`src/rtl/mips_control_unit.sv`:
```
// ----------------------------------------------------------------------------
// mips_control_unit
//
// Multicycle Moore control FSM for the MIPS datapath. Decodes the current
// state (and the memory wait counter) into every mux select and write enable
// the datapath needs. Covers fetch/decode, R-type add/sub/and, addi, lw, sw,
// beq, bne, j, the $29 stack-pointer init after reset, and exception entry for
// invalid opcodes and arithmetic overflow.
//
// Parameters:
//   MEM_WAIT      cycles from address presentation to valid read data (>=1)
//
// Ports:
//   clk           system clock
//   reset         asynchronous, active-high reset
//   opcode        instruction bits [31:26]
//   funct         instruction bits [5:0]
//   zero          ALU result == 0
//   overflow      ALU signed overflow
//   pcWrite       PC load enable
//   iord          memory address select (0=PC, 1=ALUOut, 2=vector, 3=ALU)
//   excpControl   vector select (0=opcode, 1=overflow, 2=reserved)
//   memWrite      memory write strobe
//   irWrite       instruction register load
//   abWrite       A/B register load
//   srcWrite      destination select (0=rt, 1=rd, 2=$29, 3=$30, 4=$31)
//   srcData       write data select (0=ALUOut, 1=load data, 2=constant 227)
//   regWrite      register file write enable
//   aluSrcA       ALU A operand (0=PC, 1=A)
//   aluSrcB       ALU B operand (0=B, 1=4, 2=imm, 3=imm<<2)
//   aluControl    ALU op (001=add, 010=sub, 011=and, 000=idle)
//   aluOutControl ALUOut load enable
//   pcSource      PC source (0=ALU, 1=ALUOut, 2=jump, 3=MDR, 4=EPC)
//   epcControl    EPC load enable
// ----------------------------------------------------------------------------
module mips_control_unit #(
    parameter int unsigned MEM_WAIT = 1
) (
    input  logic       clk,
    input  logic       reset,
    input  logic [5:0] opcode,
    input  logic [5:0] funct,
    input  logic       zero,
    input  logic       overflow,
    output logic       pcWrite,
    output logic [1:0] iord,
    output logic [1:0] excpControl,
    output logic       memWrite,
    output logic       irWrite,
    output logic       abWrite,
    output logic [2:0] srcWrite,
    output logic [3:0] srcData,
    output logic       regWrite,
    output logic [1:0] aluSrcA,
    output logic [1:0] aluSrcB,
    output logic [2:0] aluControl,
    output logic       aluOutControl,
    output logic [2:0] pcSource,
    output logic       epcControl
);

    localparam logic [5:0] OpRType = 6'h00;
    localparam logic [5:0] OpJ     = 6'h02;
    localparam logic [5:0] OpBeq   = 6'h04;
    localparam logic [5:0] OpBne   = 6'h05;
    localparam logic [5:0] OpAddi  = 6'h08;
    localparam logic [5:0] OpLw    = 6'h23;
    localparam logic [5:0] OpSw    = 6'h2B;

    localparam logic [5:0] FnAdd = 6'h20;
    localparam logic [5:0] FnSub = 6'h22;
    localparam logic [5:0] FnAnd = 6'h24;

    localparam logic [2:0] AluIdle = 3'b000;
    localparam logic [2:0] AluAdd  = 3'b001;
    localparam logic [2:0] AluSub  = 3'b010;
    localparam logic [2:0] AluAnd  = 3'b011;

    // Counter must hold 0..MEM_WAIT (FETCH uses the full range).
    localparam int unsigned CntW = (MEM_WAIT > 1) ? $clog2(MEM_WAIT + 1) : 1;
    localparam logic [CntW-1:0] CntMax   = CntW'(MEM_WAIT);
    localparam logic [CntW-1:0] CntLast1 = CntW'(MEM_WAIT - 1);

    typedef enum logic [3:0] {
        StRst,
        StFetch,
        StDecode,
        StRExec,
        StRWb,
        StIExec,
        StIWb,
        StAddr,
        StLwMem,
        StLwWb,
        StSwMem,
        StBranch,
        StJump,
        StExcOpc,
        StExcOvf,
        StExcLoad
    } stateT;

    stateT           stateQ, stateD;
    logic [CntW-1:0] waitCntQ, waitCntD;

    always_ff @(posedge clk or posedge reset) begin
        if (reset) begin
            stateQ   <= StRst;
            waitCntQ <= '0;
        end else begin
            stateQ   <= stateD;
            waitCntQ <= waitCntD;
        end
    end

    // Counter restarts on every state change and saturates at MEM_WAIT.
    always_comb begin
        if (stateD != stateQ) begin
            waitCntD = '0;
        end else if (waitCntQ == CntMax) begin
            waitCntD = CntMax;
        end else begin
            waitCntD = waitCntQ + CntW'(1);
        end
    end

    always_comb begin
        stateD        = stateQ;
        pcWrite       = 1'b0;
        iord          = 2'd0;
        excpControl   = 2'd0;
        memWrite      = 1'b0;
        irWrite       = 1'b0;
        abWrite       = 1'b0;
        srcWrite      = 3'd0;
        srcData       = 4'd0;
        regWrite      = 1'b0;
        aluSrcA       = 2'd0;
        aluSrcB       = 2'd0;
        aluControl    = AluIdle;
        aluOutControl = 1'b0;
        pcSource      = 3'd0;
        epcControl    = 1'b0;

        // Outputs are held at zero for as long as reset is asserted, so a
        // write strobe drops without waiting for a clock edge.
        if (!reset) begin
            unique case (stateQ)
                StRst: begin
                    regWrite = 1'b1;
                    srcWrite = 3'd2;
                    srcData  = 4'd2;
                    stateD   = StFetch;
                end

                StFetch: begin
                    iord       = 2'd0;
                    aluSrcA    = 2'd0;
                    aluSrcB    = 2'd1;
                    aluControl = AluAdd;
                    if (waitCntQ == CntMax) begin
                        irWrite  = 1'b1;
                        pcWrite  = 1'b1;
                        pcSource = 3'd0;
                        stateD   = StDecode;
                    end
                end

                StDecode: begin
                    abWrite       = 1'b1;
                    aluSrcA       = 2'd0;
                    aluSrcB       = 2'd3;
                    aluControl    = AluAdd;
                    aluOutControl = 1'b1;
                    case (opcode)
                        OpRType: begin
                            if (funct == FnAdd || funct == FnSub || funct == FnAnd) begin
                                stateD = StRExec;
                            end else begin
                                stateD = StExcOpc;
                            end
                        end
                        OpAddi:      stateD = StIExec;
                        OpLw, OpSw:  stateD = StAddr;
                        OpBeq, OpBne: stateD = StBranch;
                        OpJ:         stateD = StJump;
                        default:     stateD = StExcOpc;
                    endcase
                end

                StRExec: begin
                    aluSrcA       = 2'd1;
                    aluSrcB       = 2'd0;
                    aluOutControl = 1'b1;
                    case (funct)
                        FnAdd:   aluControl = AluAdd;
                        FnSub:   aluControl = AluSub;
                        FnAnd:   aluControl = AluAnd;
                        default: aluControl = AluIdle;
                    endcase
                    // A logical AND cannot overflow; the flag is stale there.
                    if (overflow && funct != FnAnd) begin
                        stateD = StExcOvf;
                    end else begin
                        stateD = StRWb;
                    end
                end

                StRWb: begin
                    regWrite = 1'b1;
                    srcWrite = 3'd1;
                    srcData  = 4'd0;
                    stateD   = StFetch;
                end

                StIExec: begin
                    aluSrcA       = 2'd1;
                    aluSrcB       = 2'd2;
                    aluControl    = AluAdd;
                    aluOutControl = 1'b1;
                    stateD        = overflow ? StExcOvf : StIWb;
                end

                StIWb: begin
                    regWrite = 1'b1;
                    srcWrite = 3'd0;
                    srcData  = 4'd0;
                    stateD   = StFetch;
                end

                StAddr: begin
                    aluSrcA       = 2'd1;
                    aluSrcB       = 2'd2;
                    aluControl    = AluAdd;
                    aluOutControl = 1'b1;
                    stateD        = (opcode == OpLw) ? StLwMem : StSwMem;
                end

                StLwMem: begin
                    iord = 2'd1;
                    if (waitCntQ == CntLast1) begin
                        stateD = StLwWb;
                    end
                end

                StLwWb: begin
                    regWrite = 1'b1;
                    srcWrite = 3'd0;
                    srcData  = 4'd1;
                    stateD   = StFetch;
                end

                StSwMem: begin
                    iord     = 2'd1;
                    memWrite = 1'b1;
                    stateD   = StFetch;
                end

                StBranch: begin
                    aluSrcA    = 2'd1;
                    aluSrcB    = 2'd0;
                    aluControl = AluSub;
                    // opcode[0] distinguishes bne (1) from beq (0).
                    if (zero ^ opcode[0]) begin
                        pcWrite  = 1'b1;
                        pcSource = 3'd1;
                    end
                    stateD = StFetch;
                end

                StJump: begin
                    pcWrite  = 1'b1;
                    pcSource = 3'd2;
                    stateD   = StFetch;
                end

                StExcOpc, StExcOvf: begin
                    iord        = 2'd2;
                    excpControl = (stateQ == StExcOvf) ? 2'd1 : 2'd0;
                    // PC already points past the faulting instruction.
                    if (waitCntQ == '0) begin
                        aluSrcA    = 2'd0;
                        aluSrcB    = 2'd1;
                        aluControl = AluSub;
                        epcControl = 1'b1;
                    end
                    if (waitCntQ == CntLast1) begin
                        stateD = StExcLoad;
                    end
                end

                StExcLoad: begin
                    pcWrite  = 1'b1;
                    pcSource = 3'd3;
                    stateD   = StFetch;
                end

                default: stateD = StRst;
            endcase
        end
    end

endmodule

```
`config.mk`:
```
export PLATFORM = sky130hd
export DESIGN_NAME = mips_control_unit
export DESIGN_NICKNAME = d
export VERILOG_FILES = /design/src/rtl/mips_control_unit.sv
export SDC_FILE = /design/constraint.sdc
export NUM_CORES = 1
export LEC_CHECK = 0
export ABC_CLOCK_PERIOD_IN_PS = 3900
export CORE_MARGIN = 5
export CORE_UTILIZATION = 43
export DETAILED_ROUTE_END_ITERATION = 8
export MAX_ROUTING_LAYER = met4
export PLACE_DENSITY = 0.82
export SLEW_MARGIN = 20
export SYNTH_ARGS = -nofsm -noshare
export SYNTH_HDL_FRONTEND = slang
export SYNTH_SLANG_ARGS = --single-unit
```
`constraint.sdc`:
```
create_clock -name clk -period 3.9 [get_ports clk]
set_clock_uncertainty 0.1 [all_clocks]
set_input_delay 0.78 -clock clk [delete_from_list [all_inputs] [get_ports clk]]
set_output_delay 0.78 -clock clk [all_outputs]
set_load 0.01 [all_outputs]
```
* Word level (Yosys, flattened, before mapping)
Index checks and enable logic that the tools add are counted.
** Operators by class
- Bitwise gates (word level) :: 1
- Equality and inequality tests :: 26
- Muxes and demuxes :: 50
- Add/sub/neg operators :: 1
- Reduce and logical (&&, ||, !) cells :: 16
** Operators with widths (count)
- 4-bit equality test, second input constant :: 8
- 4-bit case mux with 8 select lines :: 1
- 6-bit equality test, second input constant :: 5
- 4-bit two-way mux :: 7
- 1-bit two-way mux :: 25
- 4-bit case mux with 5 select lines :: 1
- 4-bit by 3-bit equality test with 1-bit output, second input constant :: 4
- 2-bit two-way mux :: 8
- 2-bit case mux with 4 select lines :: 2
- 4-bit OR reduction :: 4
- 6-bit by 3-bit equality test with 1-bit output, second input constant :: 2
- 2-bit case mux with 2 select lines :: 3
- 2-bit case mux with 3 select lines :: 2
- 2-bit OR reduction :: 6
- 4-bit by 2-bit equality test with 1-bit output, second input constant :: 2
- 8-bit OR reduction :: 1
- 6-bit by 2-bit equality test with 1-bit output, second input constant :: 1
- 6-bit by 4-bit equality test with 1-bit output, second input constant :: 1
- 6-bit logical NOT :: 1
- 6-bit != test, second input constant :: 1
- 4-bit by 1-bit equality test with 1-bit output, second input constant :: 1
- 4-bit logical NOT :: 1
- 4-bit != test :: 1
- 1-bit case mux with 3 select lines :: 1
- other kinds (4) :: 5
** Storage, ports and cells
- Register bits :: 5
- Output and inout bits :: 28
- Logic and storage cells :: 96
- Input port bits :: 16

* Longest topological paths before layout
Gate-level depths: netlist of run 1.
- Depth in word-level cells :: 9
- Gate-level depth with buffers :: 7
- Depth with buffers taken out :: 5

* Least setup slack after synthesis of run 1
OpenSTA, ideal clock, no wires.
- Kind :: input -> output
- Start :: input port funct[0]
- End :: output port aluControl[0]
- Data required time :: 3.020 ns
- Slack :: 1.226 ns
- Buffers on the path :: 1
- Stages on the path :: 5
- Arrival time :: 1.794 ns
- Path through :: or4b_1 > buf_2 > nor2_1 > nor2_1 > a21oi_1
** On the way
- Word-level cells in the longest chain between the ends :: 4
- Elaborated cells between the ends (all ways) :: 6
- Classes of those cells :: 3 x eq/ne; 3 x mux
** RTL lines
- start, declared :: RTL line 42 : input logic [5:0] funct,
- 6-bit equality test :: RTL line 195 : case (funct)
- 2-bit case mux with 3 select lines * :: RTL line 195
- 2-bit case mux with 4 select lines * :: RTL line 148 : unique case (stateQ)
- 2-bit two-way mux * :: RTL line 147 : if (!reset) begin
- end, declared :: RTL line 56 : output logic [2:0] aluControl,
Every way passes the cells marked *; elsewhere a longest branch is shown, timed or not.

* Final worst setup path of run 1
Ends and elaborated chain as after synthesis.

==> reports/summary.txt, run 1 <==
=================================================================================================
Post-layout net count                                                                         182
Clock Pin Slew Worst Setup and Hold Paths                                                   40 ps
Via-per-instance ratio                                                                       5.70
R2R cell count                                                                                  4
Path category of the worst min-delay check                                               in2async
Unrepaired setup endpoints after global routing                                             false
Placement Rows                                                                                 16
Initial cell density of the core                                                            0.455
PnR Total Power                                                                        0.000727 W
Count of state elements after synthesis                                                         5
Die ar.                                                                                  3090 um2
Total negative setup slack                                                                   0 ps
Post_cts resized                                                                                0
Area share of the largest cell type after synthesis                                         0.140
Routed length per placed instance                                                         13.9 um
Core Region                                                                              1960 um2
Maximum number of pins on one net before global-route repair                                   23
Detail Placement HPWL                                                                     2030 um
Clock tree root driver cell                                                          sky130_fd_sc_hd__clkbuf_4
Endpoint of the worst register-to-register path                                          waitCntQ
Post-layout min period                                                                    3610 ps
Global route total overflow                                                                     0
Max Fanout on Critical Path                                                                     6
Filler cell count                                                                             185
Slew at the pin closest to its max-slew limit                                              605 ps
Post-route clock period utilization                                                         0.925
Final max-slew violation count                                                                  0
DRC violation count after routing                                                               0
Total routing resource utilization after global routing                                     0.188
Antenna Cells                                                                                   0
Crit path to                                                                         aluControl[0]
Ranking of synthesized cells by area                                                 sky130_fd_sc_hd__dfrtp_1 (14%), sky130_fd_sc_hd__nor2_1 (8.0%), sky130_fd_sc_hd__buf_4 (5.9%)
Place WS                                                                                   303 ps
Vias after detailed routing                                                                 1,095
Flop-to-flop setup slack                                                                  1810 ps
Maximum achievable frequency                                                              277 MHz
Post-Syn Area                                                                             892 um2
Cells after synthesis                                                                         137
Number of port buffers                                                                         36
Share of the yosys chip area belonging to registers                                         0.140
Final setup viols                                                                               0
Total power divided by cell area                                                       586 nW/um2
Type of the worst setup path                                                               in2out
Required time at the worst-slack endpoint                                                 3020 ps
Setup crit start kind                                                                primary input
Number of warnings printed during yosys synthesis                                               0
Number of distinct library cell variants in the gate-level netlist after synthesis             44
Number of placed I/O pins                                                                      44
DRT Wirelength                                                                            2670 um
Post-CTS Hold Fix Bufs                                                                          0
Number of buffers inserted during clock tree synthesis                                          3
Setup fix buffers added after clock tree synthesis                                              0
Y dimension of the die                                                                    55.6 um
Area added between synthesis and finish                                                     39.0%
Clock latency of the later-clocked register in the worst-skew pair                         250 ps
Share of async-settable or async-resettable flops after synthesis                            1.00
Hold Violations, Final                                                                          0
Status                                                                               finished clean
Leading area contributor after synthesis                                             sky130_fd_sc_hd__dfrtp_1
Number of antenna violations at the first check in global routing                               0
GP Congestion                                                                               0.978
Number of sinks handled by clock tree synthesis                                                 5
Critical register-to-register path startpoint                                           stateQ[1]
Maximum number of buffers from clock root to sink                                               2
Static leakage                                                                           0.456 nW
TritonCTS clock tree                                                                         done
Post-layout worst setup margin                                                             294 ps
Main flop type after synthesis                                                       sky130_fd_sc_hd__dfrtp_1
Worst-case vdd ir drop                                                                 0.000337 V
Launch point of the critical path                                                        funct[0]
Share of layout cells above drive strength 1                                               0.0606
Via count of the first global-routing pass                                                  1,065
Antenna-violating nets left                                                                     0
Worst slew margin relative to its limit                                                     0.592
Worst path arrival time                                                                   2730 ps
Syn Area/Cell                                                                            6.51 um2
X dimension of the die                                                                    55.6 um
Detailed router's first-iteration violation count                                              30
Number of search-and-repair iterations in the first detailed-routing pass                       4
Maximum level of the CTS H-tree                                                                 1
Endpoint kind of the worst setup timing path                                         primary output
Wire length of the first global-routing pass                                              4710 um
Number of synthesized flops with an enable pin                                                  0
Maximum capacitance violations                                                                  0
=================================================================================================
==> worst max-delay path: stages <==
cell,delay (ps)
sky130_fd_sc_hd__clkdlybuf4s50_1,390
sky130_fd_sc_hd__or4b_1,670
sky130_fd_sc_hd__nor2_1,130
sky130_fd_sc_hd__nor2_1,50
sky130_fd_sc_hd__a21oi_1,160
sky130_fd_sc_hd__clkdlybuf4s50_1,550
==> synth_stat cells, drive strengths merged (2+ instances only) <==
cell type and instances:
o22ai 3, inv 5, nor3b 3, nor4 5
xor2 2, a21oi 10, nor3 10, nor2 19
a31oi 4, o211ai 3, a21o 2, nand3 5
buf 12, a2bb2oi 2, nand2 10, dfrtp 5
a211oi 2, nor2b 4, clkbuf 7, o21ai 7
==> flip-flops by register name (all words and copies together) (netlist names) <==
register  cells
stateQ        4
waitCntQ      1
==> routing by layer <==
layer / vias to the layer above / wire (um) / part of all wire / track usage
li1: 541 / - / - / -
met2: 41 / 1360 / 0.51 / 0.336
met3: 4 / 145 / 0.054 / 0.0350
met5: - / 0 / 0 / -
met1: 509 / 1140 / 0.42 / 0.205
met4: 0 / 34 / 0.013 / 0.0694
==> metrics by stage <==
stage	hold WS (ps)	util	std cells	area (um2)
3_3_place_gp	806	0.619	188	1210
5_1_grt	736	0.632	192	1240
2_1_floorplan	483	-	143	915
3_5_place_dp	809	0.619	188	1210
6_report	707	0.632	192	1240
4_1_cts	712	0.632	192	1240
==> cell usage in the layout, fill, tap and decap left out, types with 2 or more instances in the layout <==
| cell | instances |
|---|---|
| sky130_fd_sc_hd__clkbuf_4 | 3 |
| sky130_fd_sc_hd__nand2_1 | 10 |
| sky130_fd_sc_hd__a31oi_1 | 4 |
| sky130_fd_sc_hd__nor2b_1 | 4 |
| sky130_fd_sc_hd__nor4_1 | 5 |
| sky130_fd_sc_hd__nor2_1 | 19 |
| sky130_fd_sc_hd__conb_1 | 7 |
| sky130_fd_sc_hd__xor2_1 | 2 |
| sky130_fd_sc_hd__o211ai_2 | 2 |
| sky130_fd_sc_hd__clkdlybuf4s50_1 | 36 |
| sky130_fd_sc_hd__nor3_1 | 9 |
| sky130_fd_sc_hd__inv_1 | 5 |
| sky130_fd_sc_hd__nor3b_1 | 3 |
| sky130_fd_sc_hd__a211oi_1 | 2 |
| sky130_fd_sc_hd__dfrtp_1 | 5 |
| sky130_fd_sc_hd__nand3_1 | 5 |
| sky130_fd_sc_hd__a21o_1 | 2 |
| sky130_fd_sc_hd__o21ai_1 | 2 |
| sky130_fd_sc_hd__a21oi_1 | 9 |
| sky130_fd_sc_hd__o22ai_1 | 3 |
| sky130_fd_sc_hd__o21ai_0 | 5 |
==> layout make-up <==
class | count | area, um2 | area share
clock buffer | 4 | 26.3 | 0.0212
inverter | 5 | 18.8 | 0.0151
multi-input combinational | 114 | 668 | 0.539
sequential | 5 | 125 | 0.101
tap | 27 | 33.8 | 0.0272
timing repair buffer | 37 | 368 | 0.297
==> worst min-delay path by stage <==
stage,cells after the start,endpoint,from,slack (ps)
6_report,2,stateQ[2],reset,710
5_1_grt,2,waitCntQ,reset,740
4_1_cts,2,waitCntQ,reset,710
3_5_place_dp,2,stateQ[2],stateQ[0],810
3_3_place_gp,2,stateQ[2],stateQ[0],810
2_1_floorplan,1,stateQ[0],reset,480
==> cells by family (layout without fill, tap and decap cells) <==
group | Yosys count | in the layout | share of synthesized area
AOI/OAI and AO/OA | 39 | 39 | 0.307
xor gates and xnor gates | 3 | 3 | 0.0295
buffers and inverters | 24 | 46 | 0.136
muxes | 1 | 1 | 0.0112
and+or+nand+nor | 64 | 64 | 0.372
DFF | 5 | 5 | 0.140
other | 1 | 7 | 0.00420
==> power breakdown <==
group | total, W | internal [W] | leakage (nW) | switching [W]
combinational | 0.000483 | 0.000234 | 0.382 | 0.000250
clock | 0.0000627 | 0.0000388 | 0.0150 | 0.0000239
sequential | 0.000181 | 0.0000734 | 0.0593 | 0.000107
total | 0.000727 | 0.000346 | 0.456 | 0.000381
Power figures use the tool's default switching activity.
==> inputs of run 2 (changes only) <==
- CORE_UTILIZATION: 43 -> 67
- DONT_BUFFER_PORTS: not set -> 1
- PLACE_DENSITY: 0.82 -> 0.8
==> reports/summary.txt, run 2 (synthesized netlist as in run 1, its figures left out) <==
========================================================================================
Setup crit start kind                                                               flop   was primary input
Required time at the worst-slack endpoint                                        3020 ps   about the same
Post-CTS Hold Fix Bufs                                                                 0   unchanged
Initial cell density of the core                                                   0.694   was 0.455
Share of layout cells above drive strength 1                                      0.0703   was 0.0606
Global route total overflow                                                            0   unchanged
Unrepaired setup endpoints after global routing                                    false   unchanged
Status                                                                      finished clean   unchanged
DRT Wirelength                                                                   2380 um   was 2670 um
Number of search-and-repair iterations in the first detailed-routing pass              4   unchanged
Setup fix buffers added after clock tree synthesis                                     0   unchanged
Total negative setup slack                                                          0 ps   unchanged
Worst slew margin relative to its limit                                            0.580   was 0.592
Area added between synthesis and finish                                           -3.93%   was 39.0%
Worst path arrival time                                                          2160 ps   was 2730 ps
Launch point of the critical path                                              stateQ[1]   was funct[0]
Hold Slack                                                                        267 ps   was 707 ps
Maximum achievable frequency                                                     329 MHz   was 277 MHz
Final max-slew violation count                                                         0   unchanged
Vias after detailed routing                                                          983   was 1,095
Post_cts resized                                                                       0   unchanged
TritonCTS clock tree                                                                done   unchanged
Fin util                                                                           0.667   was 0.632
Routed length per placed instance                                                16.6 um   was 13.9 um
Number of antenna violations at the first check in global routing                      0   unchanged
Leading cell type in the layout, fill and taps excluded                     sky130_fd_sc_hd__nor2_1   was sky130_fd_sc_hd__clkdlybuf4s50_1
X dimension of the die                                                           46.5 um   was 55.6 um
Max Fanout on Critical Path                                                           18   was 6
Antenna Cells                                                                          0   unchanged
GP Congestion                                                                      0.894   was 0.978
Path category of the worst min-delay check                                      in2async   unchanged
Post-route clock period utilization                                                0.780   was 0.925
Top library cells by usage in the layout, fill and taps aside               sky130_fd_sc_hd__nor2_1 (19), sky130_fd_sc_hd__nand2_1 (10), sky130_fd_sc_hd__a21oi_1 (9), sky130_fd_sc_hd__nor3_1 (9), sky130_fd_sc_hd__conb_1 (7)   was sky130_fd_sc_hd__clkdlybuf4s50_1 (36), sky130_fd_sc_hd__nor2_1 (19), sky130_fd_sc_hd__nand2_1 (10)
Standard cell area after detailed placement                                      831 um2   was 1210 um2
Slew at the pin closest to its max-slew limit                                     630 ps   was 605 ps
Maximum number of pins on one net before global-route repair                          23   unchanged
Number of sinks handled by clock tree synthesis                                        5   unchanged
Detail Placement HPWL                                                            1740 um   was 2030 um
Via count of the first global-routing pass                                           863   was 1,065
Die ar.                                                                         2160 um2   was 3090 um2
Number of port buffers                                                                 0   was 36
Max reg flops                                                                          4   unchanged
PnR Total Power                                                               0.000620 W   was 0.000727 W
Type of the worst setup path                                                     reg2out   was in2out
Largest register by flop count                                                    stateQ   unchanged
Non-Filler Cell Area, Final                                                      857 um2   was 1240 um2
Worst-case vdd ir drop                                                        0.000444 V   was 0.000337 V
Critical register-to-register path startpoint                                  stateQ[1]   unchanged
Core Region                                                                     1280 um2   was 1960 um2
Placement Rows                                                                        13   was 16
Total power divided by cell area                                              723 nW/um2   was 586 nW/um2
Antenna-violating nets left                                                            0   unchanged
Total routing resource utilization after global routing                            0.241   was 0.188
Clock Pin Slew Worst Setup and Hold Paths                                          40 ps   about the same
Static leakage                                                                  0.320 nW   was 0.456 nW
Wire length of the first global-routing pass                                     3700 um   was 4710 um
Post-layout net count                                                                145   was 182
Final setup viols                                                                      0   unchanged
Maximum number of buffers from clock root to sink                                      2   unchanged
Via-per-instance ratio                                                              6.87   was 5.70
Number of placed I/O pins                                                             44   unchanged
Maximum level of the CTS H-tree                                                        1   unchanged
Maximum capacitance violations                                                         0   unchanged
Hold Violations, Final                                                                 0   unchanged
Number of buffers inserted during clock tree synthesis                                 3   unchanged
Post-layout min period                                                           3040 ps   was 3610 ps
DRC violation count after routing                                                      0   unchanged
Clock latency of the later-clocked register in the worst-skew pair                240 ps   was 250 ps
Clock tree root driver cell                                                 sky130_fd_sc_hd__clkbuf_4   unchanged
Leading registers by flop count                                             stateQ: 4 flops, waitCntQ: 1 flops   unchanged
Detailed router's first-iteration violation count                                     40   was 30
Endpoint kind of the worst setup timing path                                primary output   unchanged
Y dimension of the die                                                           46.5 um   was 55.6 um
========================================================================================
==> run 2: changes by cell type in the layout (fill, tap and decap cells not counted) <==
cell                              delta
sky130_fd_sc_hd__buf_4               -1
sky130_fd_sc_hd__clkdlybuf4s50_1    -36
==> run 2: per-stage QoR <==
step / std cells / worst slack (ps)
floorplan: 143 / 1230
detailed placement: 139 / 1120
finish: 143 / 858
global placement: 139 / 1140
global route: 143 / 717
CTS: 143 / 954
==> run 2: worst max-delay path, cell delays in order (launching register included) <==
cell,delay (ps)
sky130_fd_sc_hd__dfrtp_1,690
sky130_fd_sc_hd__nor2b_1,180
sky130_fd_sc_hd__o21ai_0,530
sky130_fd_sc_hd__o22ai_1,220
sky130_fd_sc_hd__a2bb2oi_1,200
sky130_fd_sc_hd__nor2_1,90
==> run 2: per-layer routing <==
layer	track usage	part of all wire	vias to the layer above
met5	-	0	-
met4	0.0852	0.021	0
met3	0.0664	0.13	8
met2	0.387	0.48	64
met1	0.285	0.37	442
li1	-	-	469
==> run 2: layout make-up <==
cell class | count | area [um2]
clock buffer | 4 | 26.3
inverter | 5 | 18.8
fill | 123 | 428
tap | 15 | 18.8
sequential | 5 | 125
multi-input combinational | 114 | 668
==> run 2: report_power, final <==
part | switching (W) | internal, W | total (W) | leakage [nW]
combinational | 0.000233 | 0.000147 | 0.000380 | 0.245
clock | 0.0000214 | 0.0000387 | 0.0000601 | 0.0150
sequential | 0.000106 | 0.0000734 | 0.000180 | 0.0593
==> run 2: final timing paths <==
kind                            slack (ps)  cells past startpoint             to
worst max-delay path                   860                      5  aluControl[1]
worst min-delay path                   270                      1      stateQ[2]
worst max register to register        1830                      4       waitCntQ
worst min register to register         830                      3      stateQ[1]
max in group asynchronous             3200                      1       waitCntQ
min in group clk                       510                      1      stateQ[1]
